File: src/rtl/pixel_window_capture_if.sv
// ---------------------------------------------------------------------------
// pixel_window_capture_if
//   Bundles the camera-side pixel stream, the capture controls and the
//   memory write port of pixel_window_capture.
//
//   Camera side:   pixel_data, pixel_valid, frame_start
//   Control:       arm, threshold, busy, done, short_frame
//   Memory port:   wr_data, wr_addr, wr_en
//
//   Modports:
//     slave  - the capture block (consumes pixels, produces writes)
//     master - the environment (drives pixels and controls)
// ---------------------------------------------------------------------------
interface pixel_window_capture_if #(
  parameter int ADDR_W = 10,
  parameter int DATA_W = 32
);
  logic [7:0]        pixel_data;
  logic              pixel_valid;
  logic              frame_start;
  logic              arm;
  logic [7:0]        threshold;
  logic [DATA_W-1:0] wr_data;
  logic [ADDR_W-1:0] wr_addr;
  logic              wr_en;
  logic              done;
  logic              busy;
  logic              short_frame;

  modport slave (
    input  pixel_data, pixel_valid, frame_start, arm, threshold,
    output wr_data, wr_addr, wr_en, done, busy, short_frame
  );

  modport master (
    output pixel_data, pixel_valid, frame_start, arm, threshold,
    input  wr_data, wr_addr, wr_en, done, busy, short_frame
  );
endinterface

File: src/rtl/pixel_window_capture.sv
// ---------------------------------------------------------------------------
// pixel_window_capture
//   Captures one full IMG_W x IMG_H window of a camera frame into a memory,
//   converting each 8-bit gray pixel into a signed fixed-point sample
//   (1.0 = 1 << FRAC_W). Capture is armed by 'arm', starts on the next
//   frame_start and ends after N = IMG_W*IMG_H valid pixels with a
//   one-cycle 'done' pulse. An early frame_start restarts the capture and
//   pulses 'short_frame'.
//
//   Ports:
//     clk    - clock, rising edge
//     reset  - asynchronous, active-high reset
//     bus    - pixel_window_capture_if.slave (pixel stream, controls,
//              memory write port)
//
//   Build option:
//     PIXEL_GRAY_OUT_EN defined   -> wr_data is the inverted gray level
//                                    placed at the top of the fraction;
//                                    threshold is ignored.
//     PIXEL_GRAY_OUT_EN undefined -> binary ink mask: pixel <= threshold
//                                    gives 1.0, otherwise 0.
// ---------------------------------------------------------------------------
module pixel_window_capture #(
  parameter int IMG_W  = 32,
  parameter int IMG_H  = 32,
  parameter int ADDR_W = 10,
  parameter int DATA_W = 32,
  parameter int FRAC_W = 24
) (
  input logic                   clk,
  input logic                   reset,
  pixel_window_capture_if.slave bus
);

  localparam int                N        = IMG_W * IMG_H;
  localparam logic [ADDR_W-1:0] LAST_IDX = ADDR_W'(N - 1);

  typedef enum logic [1:0] {IDLE, ARMED, LOAD, DONE} state_t;

  state_t            state, state_nxt;
  logic [ADDR_W-1:0] count, count_nxt;
  logic [ADDR_W-1:0] pix_idx;
  logic              accept;
  logic [DATA_W-1:0] sample;

  // Pixel-to-sample conversion.
`ifdef PIXEL_GRAY_OUT_EN
  logic [7:0] inv_gray;
  assign inv_gray = ~bus.pixel_data;
  // Inverted gray lands in the top 8 fraction bits, integer part zero.
  assign sample   = DATA_W'(inv_gray) << (FRAC_W - 8);
`else
  localparam logic [DATA_W-1:0] ONE = DATA_W'(1) << FRAC_W;
  // Dark pixels (at or below threshold) are ink.
  assign sample = (bus.pixel_data <= bus.threshold) ? ONE : '0;
`endif

  assign bus.busy = (state == ARMED) || (state == LOAD);

  // Next-state and pixel acceptance.
  // NOTE: every output of this block is given a default first so no path
  // leaves a variable unassigned; otherwise a latch would be inferred.
  always_comb begin
    state_nxt = state;
    count_nxt = count;
    pix_idx   = count;
    accept    = 1'b0;
    unique case (state)
      IDLE: begin
        if (bus.arm) state_nxt = ARMED;
      end
      ARMED: begin
        if (!bus.arm) begin
          state_nxt = IDLE;
        end else if (bus.frame_start) begin
          state_nxt = LOAD;
          count_nxt = '0;
        end
      end
      LOAD: begin
        // A frame_start restarts the window; a pixel in the same cycle
        // is pixel 0 of the new frame.
        if (bus.frame_start) pix_idx = '0;
        count_nxt = pix_idx;
        if (bus.pixel_valid) begin
          accept = 1'b1;
          if (pix_idx == LAST_IDX) begin
            state_nxt = DONE;
          end else begin
            count_nxt = pix_idx + ADDR_W'(1);
          end
        end
      end
      DONE: begin
        state_nxt = IDLE;
        count_nxt = '0;
      end
      default: begin
        state_nxt = IDLE;
        count_nxt = '0;
      end
    endcase
  end

  // State, counter and the registered write/status outputs.
  // NOTE: sequential state uses non-blocking assignments so every register
  // samples the pre-edge values, independent of statement order.
  always_ff @(posedge clk or posedge reset) begin
    if (reset) begin
      state           <= IDLE;
      count           <= '0;
      bus.wr_en       <= 1'b0;
      bus.wr_addr     <= '0;
      bus.wr_data     <= '0;
      bus.done        <= 1'b0;
      bus.short_frame <= 1'b0;
    end else begin
      state           <= state_nxt;
      count           <= count_nxt;
      bus.wr_en       <= accept;
      if (accept) begin
        bus.wr_addr <= pix_idx;
        bus.wr_data <= sample;
      end
      // DONE coincides with the last write; done follows one cycle later.
      bus.done        <= (state == DONE);
      bus.short_frame <= (state == LOAD) && bus.frame_start;
    end
  end

endmodule

File: src/flat_wrapper.sv
// flat-port wrapper written by rule: the top's interface ports become plain ports
module pixel_window_capture_flat 
#(
  parameter int IMG_W  = 32,
  parameter int IMG_H  = 32,
  parameter int ADDR_W = 10,
  parameter int DATA_W = 32,
  parameter int FRAC_W = 24
)
  (clk, reset, bus_pixel_data, bus_pixel_valid, bus_frame_start, bus_arm, bus_threshold, bus_wr_data, bus_wr_addr, bus_wr_en, bus_done, bus_busy, bus_short_frame);
  pixel_window_capture_if #(.ADDR_W(ADDR_W), .DATA_W(DATA_W)) bus_i ();
  input logic clk;
  input logic reset;
  input wire logic [$bits(bus_i.pixel_data)-1:0] bus_pixel_data;
  input wire logic [$bits(bus_i.pixel_valid)-1:0] bus_pixel_valid;
  input wire logic [$bits(bus_i.frame_start)-1:0] bus_frame_start;
  input wire logic [$bits(bus_i.arm)-1:0] bus_arm;
  input wire logic [$bits(bus_i.threshold)-1:0] bus_threshold;
  output wire logic [$bits(bus_i.wr_data)-1:0] bus_wr_data;
  output wire logic [$bits(bus_i.wr_addr)-1:0] bus_wr_addr;
  output wire logic [$bits(bus_i.wr_en)-1:0] bus_wr_en;
  output wire logic [$bits(bus_i.done)-1:0] bus_done;
  output wire logic [$bits(bus_i.busy)-1:0] bus_busy;
  output wire logic [$bits(bus_i.short_frame)-1:0] bus_short_frame;
  assign bus_i.pixel_data = bus_pixel_data;
  assign bus_i.pixel_valid = bus_pixel_valid;
  assign bus_i.frame_start = bus_frame_start;
  assign bus_i.arm = bus_arm;
  assign bus_i.threshold = bus_threshold;
  assign bus_wr_data = bus_i.wr_data;
  assign bus_wr_addr = bus_i.wr_addr;
  assign bus_wr_en = bus_i.wr_en;
  assign bus_done = bus_i.done;
  assign bus_busy = bus_i.busy;
  assign bus_short_frame = bus_i.short_frame;
  pixel_window_capture #(.IMG_W(IMG_W), .IMG_H(IMG_H), .ADDR_W(ADDR_W), .DATA_W(DATA_W), .FRAC_W(FRAC_W)) u_core (.clk(clk), .reset(reset), .bus(bus_i));
endmodule
File: config.mk
export PLATFORM = sky130hd
export DESIGN_NAME = pixel_window_capture_flat
export DESIGN_NICKNAME = d
export VERILOG_FILES = /design/src/rtl/pixel_window_capture_if.sv /design/src/rtl/pixel_window_capture.sv /design/src/flat_wrapper.sv
export SDC_FILE = /design/constraint.sdc
export NUM_CORES = 1
export LEC_CHECK = 0
export ABC_CLOCK_PERIOD_IN_PS = 2500
export BUFFER_PORTS_ARGS = -buffer_cell sky130_fd_sc_hd__buf_2
export CORE_UTILIZATION = 49
export DETAILED_ROUTE_END_ITERATION = 8
export PLACE_DENSITY = 0.84
export SYNTH_ARGS = -nofsm -noshare
export SYNTH_HDL_FRONTEND = slang
export SYNTH_SLANG_ARGS = --single-unit
export TNS_END_PERCENT = 10
File: constraint.sdc
create_clock -name clk -period 2.5 [get_ports clk]
set_input_delay 0.5 -clock clk [delete_from_list [all_inputs] [get_ports clk]]
set_output_delay 0.5 -clock clk [all_outputs]
set_load 0.03 [all_outputs]
==> flow_summary.toml <==
[outcome]
status = "finished clean"

[sta]
worst_slack_ns = 0.328
slew_headroom = 0.624
period_share = 0.869
rsz0062_at_grt = "false"
fin_hold_ws_ns = 0.275
finalSetupViolations = 0
final_hold_viol_count = 0
worst_pin_slew_ns = 0.563
max_freq_ghz = 0.461
clock_skew_ns = 0.00527
slew_violations = 0
fin_crit_ns = 2.17
fin_tns_setup_ns = 0

[clock_network]
cts_buffer_depth = 2
postCtsSetupBuffers = 0
cts_tree = "built"
clock_sinks = 26
cts_resized = 0
cts.clk_slew.worst_paths_ns = 0.09
htree_levels = 1
ctsHoldBuffers = 0
root_buffer = "clkbuf_8"
numCtsBuffers = 3
clkLatencyLatePin_ns = 0.27

[logic_synthesis]
synthSimpleGateAreaFrac = 0.193
async_flop_share = 1.00
synthCells = 208
synth_edf_count = 0
netlist_area_mm2 = 0.00182
synth_area_leaders = "dfrtp_1 (36%), buf_4 (13%), ha_1 (9.6%)"
synth_fa_ha_area_frac = 0.0960
yosysTopAreaCellShare = 0.357
synth.area.mux_share = 0.0336
ys_warn_count = 0
synthFlopType = "dfrtp_1"
yosysTopAreaCell = "dfrtp_1"
synth_top_family_by_area = "simple AND/OR/NAND/NOR gates"
synthXorXnorAreaFrac = 0
syn_area_per_cell_um2 = 8.77
synth.distinct_cells = 42
ys_ff_latch = 26
synth-seq-area-share = 0.357
synth_compound_area_frac = 0.145

[place]
hpwl_mm = 2.66
globalplace.congestion = 0.919
place_area_mm2 = 0.00197
post-place-cells = 290
portBuffers = 35
pre_cts_slack_ns = 0.150

[floorplanning]
fp.coreArea_mm2 = 0.00344
die_y_um = 63.0
fp-row-count = 21
die_x_um = 63.0
start_util = 0.530
dieArea_mm2 = 0.00397
ios = 67

[critical_path]
critPathKind = "reg2reg"
cp_cell_sequence = "inv_1 > nor2_1 > ha_1 > nand3_1 > or4_1 > nor4b_4 > mux2i_1 > a21o_1"
ff2ff_setup_slack_ns = 0.33
crit_path_start_kind = "flop"
r2r_start = "u_core.count[1]"
cp.buffers_inverters = 1
r2r_end = "u_core.count[5]"
ff2ff_path_depth = 8
crit_arrival_ns = 2.35
cpPeakStageDelay_ns = 0.63
endpoint_kind = "flop"
cp_slowest_cell = "or4_1"
required_ns = 2.68
critical-path-top-delay-family = "simple AND/OR/NAND/NOR gates"
crit_fanout = 8

[grt]
antenna_found_initial = 0
grt_pass1_wl_mm = 5.76
grt_remaining_overflow = 0
track_usage = 0.182
grt_pass1_vias = 1370
grt_max_degree = 27

[routing]
viasPerCell = 5.13
dr.pass1.iters = 4
drt-initial-drc-count = 75
drc = 0
wl_per_cell_um = 11.7
ant_nets = 0
routed_wl_mm = 3.43
vias = 1508

[final_layout]
drive_gt1_frac = 0.194
layout_commonest_cell = "buf_2"
mostFrequentLayoutCells = "buf_2 (35), conb_1 (31), dfrtp_1 (26)"
diodes = 0
post-route-util = 0.588
fin_nets = 284
area_delta_synth_final_pct = 11.0
nFillCells = 330
final_cells = 294
fin_area_mm2 = 0.00202

[power]
peakVddDrop_uv = 519
power.density_mw_per_mm2 = 664
totalPowerFinal_mw = 1.34
p_leak_nw = 1.09

[job]
maxCapViolCount = 0

[worst_hold_path]
hp-class = "in2async"
-- where the power goes --
group | leakage, nW | total [mW] | internal, mW | switching [mW]
combinational | 0.701 | 0.574 | 0.182 | 0.392
clock | 0.0288 | 0.275 | 0.141 | 0.134
sequential | 0.356 | 0.496 | 0.466 | 0.0301
total | 1.09 | 1.34 | 0.788 | 0.556
-- synthesized netlist by cell type (2+ instances only) --
library cell and count:
and2_1 2, nand4_1 4, nor4_1 2, a31oi_1 2, nand2b_1 8, nand2_1 23, clkbuf_1 3, inv_1 17
o21ai_0 15, a2bb2oi_1 3, a21oi_1 9, nor2b_1 2, buf_4 31, dfrtp_1 26, nand3b_1 2, ha_1 14
nor2_1 9, and3_1 2, nand3_1 6, mux2i_1 5, a21o_1 2
-- registers in the layout, indices dropped and copies added (netlist names), named ones only --
register                cells
u_core.bus.wr_en            1
u_core.bus.wr_data          1
u_core.count               10
u_core.bus.wr_addr         10
u_core.state                1
u_core.bus.done             1
u_core.bus.short_frame      1
-- how the worst max path moves through the flow --
stage / from / endpoint / slack (ns) / cells past startpoint
final: u_core.count[1] / u_core.count[5] / 0.33 / 8
after detailed placement: bus_frame_start / u_core.count[5] / 0.15 / 9
after CTS: u_core.count[1] / u_core.count[5] / 0.34 / 8
after global placement: bus_frame_start / u_core.count[5] / 0.20 / 9
after floorplan: bus_frame_start / u_core.count[5] / 0.21 / 9
after global routing: u_core.count[1] / u_core.count[0] / 0.13 / 8
-- cell type report --
cell class / instances / area, µm² / area share
well taps: 46 / 57.6 / 0.0284
clock buffers: 4 / 55.1 / 0.0272
multi-input cells: 159 / 970 / 0.479
repair buffers: 42 / 228 / 0.112
flip-flops and latches: 26 / 651 / 0.321
inverters: 17 / 63.8 / 0.0315
-- routing by layer --
metal	vias to the layer above	routed length, µm	track usage
met5	-	0	0
met3	7	245	0.0182
li1	733	-	-
met2	78	1640	0.316
met4	0	71	0.0814
met1	690	1470	0.224
-- tightest hold or removal path: cells and delay by family --
family,cells,cell delay [ns]
buf+inv,3,0.45
-- cells by family after synthesis --
kind of cell    after synthesis
buf+inv                      53
flops                        26
compound gates               42
mux                           6
other cells                   1
fa+ha+maj                    14
simple gates                 66
(Power assumes the default switching activity.)
